`config.mk`:
```
export PLATFORM = sky130hd
export DESIGN_NAME = instr_fetch_stage
export DESIGN_NICKNAME = d
export VERILOG_FILES = /design/src/rtl/instr_fetch_stage.sv
export SDC_FILE = /design/constraint.sdc
export NUM_CORES = 1
export LEC_CHECK = 0
export CAP_MARGIN = 5
export CORE_MARGIN = 3
export CORE_UTILIZATION = 35
export CTS_CLUSTER_DIAMETER = 50
export DETAILED_ROUTE_END_ITERATION = 6
export MAX_ROUTING_LAYER = met4
export PLACE_DENSITY = 0.67
export SLEW_MARGIN = 0
export SYNTH_ARGS = -nofsm -noshare
export SYNTH_HDL_FRONTEND = slang
export SYNTH_SLANG_ARGS = --single-unit
export TNS_END_PERCENT = 30
```
`constraint.sdc`:
```
create_clock -name clk -period 3.45 [get_ports clk]
set_input_delay 0.345 -clock clk [delete_from_list [all_inputs] [get_ports clk]]
set_output_delay 0.345 -clock clk [all_outputs]
set_load 0.02 [all_outputs]
```
`src/rtl/instr_fetch_stage.sv`:
```
// Instruction fetch stage: one outstanding imem read feeding a one-entry IF/ID buffer.
// Redirects retarget the PC and discard any in-flight wrong-path response.
//
// state  | meaning
// S_REQ  | imem_req asserted at pc, waiting for gnt
// S_WAIT | request accepted, waiting for rvalid (response discarded when drop_q)
// S_HOLD | buffer full and decode stalled, no request issued
module instr_fetch_stage #(
    parameter int unsigned       ADDR_W   = 32,
    parameter logic [ADDR_W-1:0] RESET_PC = '0
) (
    input  logic              clk,
    input  logic              rst_n,
    output logic              imem_req,
    output logic [ADDR_W-1:0] imem_addr,
    input  logic              imem_gnt,
    input  logic              imem_rvalid,
    input  logic [31:0]       imem_rdata,
    input  logic              id_ready,
    output logic              if_valid,
    output logic [31:0]       if_instr,
    output logic [5:0]        if_opcode,
    output logic [ADDR_W-1:0] if_pc,
    output logic [ADDR_W-1:0] if_pc4,
    input  logic              redirect_valid,
    input  logic [ADDR_W-1:0] redirect_pc
);

    typedef enum logic [1:0] {
        S_REQ  = 2'd0,
        S_WAIT = 2'd1,
        S_HOLD = 2'd2
    } state_t;

    localparam logic [ADDR_W-1:0] PC_STEP = ADDR_W'(4);

    state_t            state_q, state_d;
    logic [ADDR_W-1:0] pc_q, pc_d;
    logic              drop_q, drop_d;
    logic              valid_q, valid_d;
    logic [31:0]       instr_q, instr_d;
    logic [ADDR_W-1:0] ifpc_q, ifpc_d;
    logic [ADDR_W-1:0] redirect_pc_al;

    assign redirect_pc_al = {redirect_pc[ADDR_W-1:2], 2'b00};

    always_ff @(posedge clk or negedge rst_n) begin
        if (!rst_n) begin
            state_q <= S_REQ;
            pc_q    <= RESET_PC;
            drop_q  <= 1'b0;
            valid_q <= 1'b0;
            instr_q <= '0;
            ifpc_q  <= RESET_PC;
        end else begin
            state_q <= state_d;
            pc_q    <= pc_d;
            drop_q  <= drop_d;
            valid_q <= valid_d;
            instr_q <= instr_d;
            ifpc_q  <= ifpc_d;
        end
    end

    always_comb begin
        state_d = state_q;
        pc_d    = pc_q;
        drop_d  = drop_q;
        valid_d = valid_q;
        instr_d = instr_q;
        ifpc_d  = ifpc_q;

        if (valid_q && id_ready) begin
            valid_d = 1'b0;
        end

        case (state_q)
            S_REQ: begin
                if (imem_gnt) begin
                    state_d = S_WAIT;
                end
            end
            S_WAIT: begin
                if (imem_rvalid) begin
                    if (drop_q) begin
                        drop_d  = 1'b0;
                        state_d = S_REQ;
                    end else begin
                        valid_d = 1'b1;
                        instr_d = imem_rdata;
                        ifpc_d  = pc_q;
                        pc_d    = pc_q + PC_STEP;
                        // id_ready at load time decides whether the next fetch may start now
                        state_d = id_ready ? S_REQ : S_HOLD;
                    end
                end
            end
            S_HOLD: begin
                if (id_ready) begin
                    state_d = S_REQ;
                end
            end
            default: state_d = S_REQ;
        endcase

        // A response arriving in the same cycle is simply discarded; only a still-pending one sets drop.
        if (redirect_valid) begin
            pc_d    = redirect_pc_al;
            valid_d = 1'b0;
            instr_d = instr_q;
            ifpc_d  = ifpc_q;
            if ((state_q == S_WAIT && !imem_rvalid) || (state_q == S_REQ && imem_gnt)) begin
                drop_d  = 1'b1;
                state_d = S_WAIT;
            end else begin
                drop_d  = 1'b0;
                state_d = S_REQ;
            end
        end
    end

    assign imem_req  = rst_n && (state_q == S_REQ);
    assign imem_addr = pc_q;
    assign if_valid  = valid_q;
    assign if_instr  = instr_q;
    assign if_opcode = instr_q[31:26];
    assign if_pc     = ifpc_q;
    assign if_pc4    = ifpc_q + PC_STEP;

endmodule
```
==> out/qor.yml <==
pwr:
  max-vdd-ir-drop_mv: 0.476
  cellLeakagePower_uw: 0.00284
  power.density_cell_area_nw_per_um2: 748
global_routing:
  grt_start_max_net_pins: 68
  grt_antenna_before_repair: 0
  overflow: 0
  grt.total_usage_pct: 18.8
  grt_first_pass_wirelength_um: 21700
  first_global_vias: 4275
route:
  via_count: 4280
  postRouteWirelength_um: 14100
  drcViolationCount: 0
  avgRoutedWirePerCell_um: 17.2
  drt_first_pass_iters: 5
  viasPerCell: 5.21
  drt_iter0_markers: 341
  route.antenna.remaining_nets: 0
final_layout:
  p_r_area_growth_vs_syn_pct: 50.5
  register_cell_area_after_layout_sq_um: 2400
  nets: 712
  antenna_cells_inserted: 0
  final.fill_count: 1197
  postLayoutCoreUtil_pct: 54.4
  drive_gt1_share_pct: 13.8
  multi_input_comb_area_sq_um: 2230
yosys:
  synth-seq-area-share_pct: 49.6
  synth_cell_type_count: 42
  postSynthCellCount: 451
  synth.yosys.warnings: 0
  synthesis.area_per_instance_sq_um: 10.7
  synth_seq_cells: 96
  syn_area_sq_um: 4840
clock_network:
  tritoncts.num_buffers: 9
  ctsResizeCount: 0
  clkSlewWorstSetupHoldPaths_ps: 60
  ctsHoldBuffers: 1
  numClockSinks: 96
  cts_tree: "yes"
  clk_root_buffer_cell: "sky130_fd_sc_hd__clkbuf_16"
  worstSkewPairLatency_ps: 340
  clock_tree.htree_level_count: 3
  cts-root-to-sink-buffers: 2
  cts_setup_buffers: 0
placement:
  hpwlAfterDp_um: 10400
  preCtsSetupSlack_ps: 819
  gp_congestion: 0.833
  io_buffers: 197
timing:
  achievable-frequency_mhz: 348
  finalCriticalPeriod_ps: 2880
  hold_violation_count_in_the_final_report: 0
  timing_worst_slew_pin_value_ps: 863
  finalSetupViolCount: 0
  totalNegativeSetupSlack_ps: 0
  rsz0062_at_grt: "no"
  slew-limit-headroom_pct: 42.5
  drv_slew: 0
  post_route_clock_period_utilization_pct: 83.4
  clock-skew-final_ps: 7.47
  fin_ws_ps: 573
setup_path:
  reg2reg_setup_slack_ps: 1140
  critPathBufInv: 2
  timing.critical_path.fanout_max: 10
  crit_chain: "ha_1 > nand4_1 > nor3_1 > buf_4 > nand4_1 > xnor2_1 > clkdlybuf4s50_1"
  critical_path_depth: 7
  timing.setup.critical_path_class: "reg2out"
  worst-r2r-cell-count: 5
  critPathLaunchType: "flop"
  timing.critical_path.required_ps: 3110
  critical-path-top-delay-family: "buffers and inverters"
  r2r-end: "imem_addr[31]$_DFFE_PN0P_"
  crit-reg2reg-launch: "state_q[1]$_DFFE_PN0P_"
  cp_data_arrival_time_ps: 2530
  max_stage_delay_ps: 660
  crit_path_top_delay_cell: "sky130_fd_sc_hd__clkdlybuf4s50_1"
  type_of_element_capturing_the_critical_path: "primary output"
  critPathMostFrequentCell: "sky130_fd_sc_hd__nand4_1"
outcome:
  run_status: "complete, no violations"
die:
  pin_count: 206
  placement_rows: 42
  core-area_sq_um: 13400
  initial_utilization_pct: 36.2
  die_h_um: 124
  horizontal_die_dimension_um: 124
  die_area_sq_um: 15300
hold_path:
  timing.hold.worst.class: "in2async"
job:
  drv_cap: 0
-- sequential cells by signal, summed over array words and instances (netlist names) --
register and count:
drop_q 1, if_instr 32, if_pc 30, if_valid 1, imem_addr 30, state_q 2
-- area by class of cell --
cell class | instances | area share [%]
Sequential cell | 96 | 33.0
Clock buffer | 11 | 3.47
Timing Repair Buffer | 207 | 28.3
Multi-Input combinational cell | 314 | 30.6
Tap cell | 176 | 3.02
Clock inverter | 5 | 1.08
Inverter | 12 | 0.618
-- per-layer routing --
metal / vias to the layer above / global-route usage (%) / wire length [um]
met3: 21 / 5.04 / 1250
met1: 2069 / 23.9 / 5850
met4: 0 / 7.61 / 308
met2: 187 / 28.6 / 6670
met5: - / - / 0
li1: 2003 / - / -
-- metrics by stage --
stage	hold WS, ps	power [uW]	instance area, sq um	instances
floorplan	49.4	3060	4860	456
global route	518	5760	7290	821
global placement	312	4370	6950	804
finish	479	5450	7290	821
CTS	486	5530	7290	821
detailed placement	318	4400	6950	804
-- worst max path at each step --
stage | start | end | slack (ps)
detailed placement | imem_rvalid | imem_addr[31]$_DFFE_PN0P_ | 820
global placement | imem_rvalid | imem_addr[31]$_DFFE_PN0P_ | 850
floorplan | if_pc[2]$_DFFE_PN0P_ | if_pc4[20] | 1020
CTS | if_pc[3]$_DFFE_PN0P_ | if_pc4[24] | 530
global route | if_pc[3]$_DFFE_PN0P_ | if_pc4[22] | 340
finish | if_pc[2]$_DFFE_PN0P_ | if_pc4[24] | 570
-- kinds of logic after synthesis --
family	after synthesis	synth area share, %
other	1	0.0774
xor gates and xnor gates	37	6.69
and+or+nand+nor	152	16.8
buffers and inverters	46	4.91
adders and majority gates	2	0.516
AOI/OAI and AO/OA	56	7.28
DFF	96	49.6
muxes	61	14.1
-- Yosys cell counts (all sizes together) --
library cell	number	area [sq um]
dfrtp	96	2400
mux2	58	653
nand2	34	128
nor2	27	101
xnor2	27	236
nand3	22	110
buf	21	144
nand4	19	119
or4	18	139
a31oi	17	106
o21ai	17	85.1
o31ai	14	105
clkbuf	13	48.8
inv	11	41.3
xor2	10	87.6
and3	8	50.1
nor3	5	25.0
nor4	5	37.5
or3	4	25.0
a21oi	3	15.0
mux2i	3	30.0
and2	2	12.5
ha	2	25.0
nand4bb	2	22.5
a221o	1	10.0
a22oi	1	7.51
clkinv	1	3.75
conb	1	3.75
nand2b	1	6.26
nor2b	1	6.26
nor3b	1	7.51
nor4bb	1	10.0
o211ai	1	7.51
o21bai	1	7.51
o41ai	1	8.76
or2	1	6.26
or4b	1	10.0
-- report_power, final --
group / total [uW] / switching [uW] / internal [uW]
registers: 1850 / 389 / 1460
clock network: 1100 / 427 / 674
logic: 2500 / 1190 / 1310
-- cell usage in the layout (no fill, tap or decap), types with 4 or more instances in the layout --
| master | synthesis | routed |
|---|---|---|
| sky130_fd_sc_hd__clkbuf_16 | 0 | 9 |
| sky130_fd_sc_hd__or3_1 | 4 | 4 |
| sky130_fd_sc_hd__buf_4 | 12 | 9 |
| sky130_fd_sc_hd__xnor2_1 | 27 | 27 |
| sky130_fd_sc_hd__nand2_1 | 34 | 34 |
| sky130_fd_sc_hd__nor2_1 | 27 | 26 |
| sky130_fd_sc_hd__inv_1 | 11 | 11 |
| sky130_fd_sc_hd__nor3_1 | 5 | 5 |
| sky130_fd_sc_hd__nand4_1 | 19 | 19 |
| sky130_fd_sc_hd__dfrtp_1 | 96 | 96 |
| sky130_fd_sc_hd__xor2_1 | 10 | 10 |
| sky130_fd_sc_hd__conb_1 | 1 | 6 |
| sky130_fd_sc_hd__a31oi_1 | 17 | 17 |
| sky130_fd_sc_hd__nand3_1 | 22 | 22 |
| sky130_fd_sc_hd__o31ai_1 | 14 | 14 |
| sky130_fd_sc_hd__o21ai_0 | 17 | 17 |
| sky130_fd_sc_hd__or4_1 | 17 | 17 |
| sky130_fd_sc_hd__and3_1 | 8 | 8 |
| sky130_fd_sc_hd__nor4_1 | 4 | 4 |
| sky130_fd_sc_hd__mux2_2 | 58 | 58 |
| sky130_fd_sc_hd__clkdlybuf4s50_1 | 0 | 196 |
(Power assumes the default switching activity.)
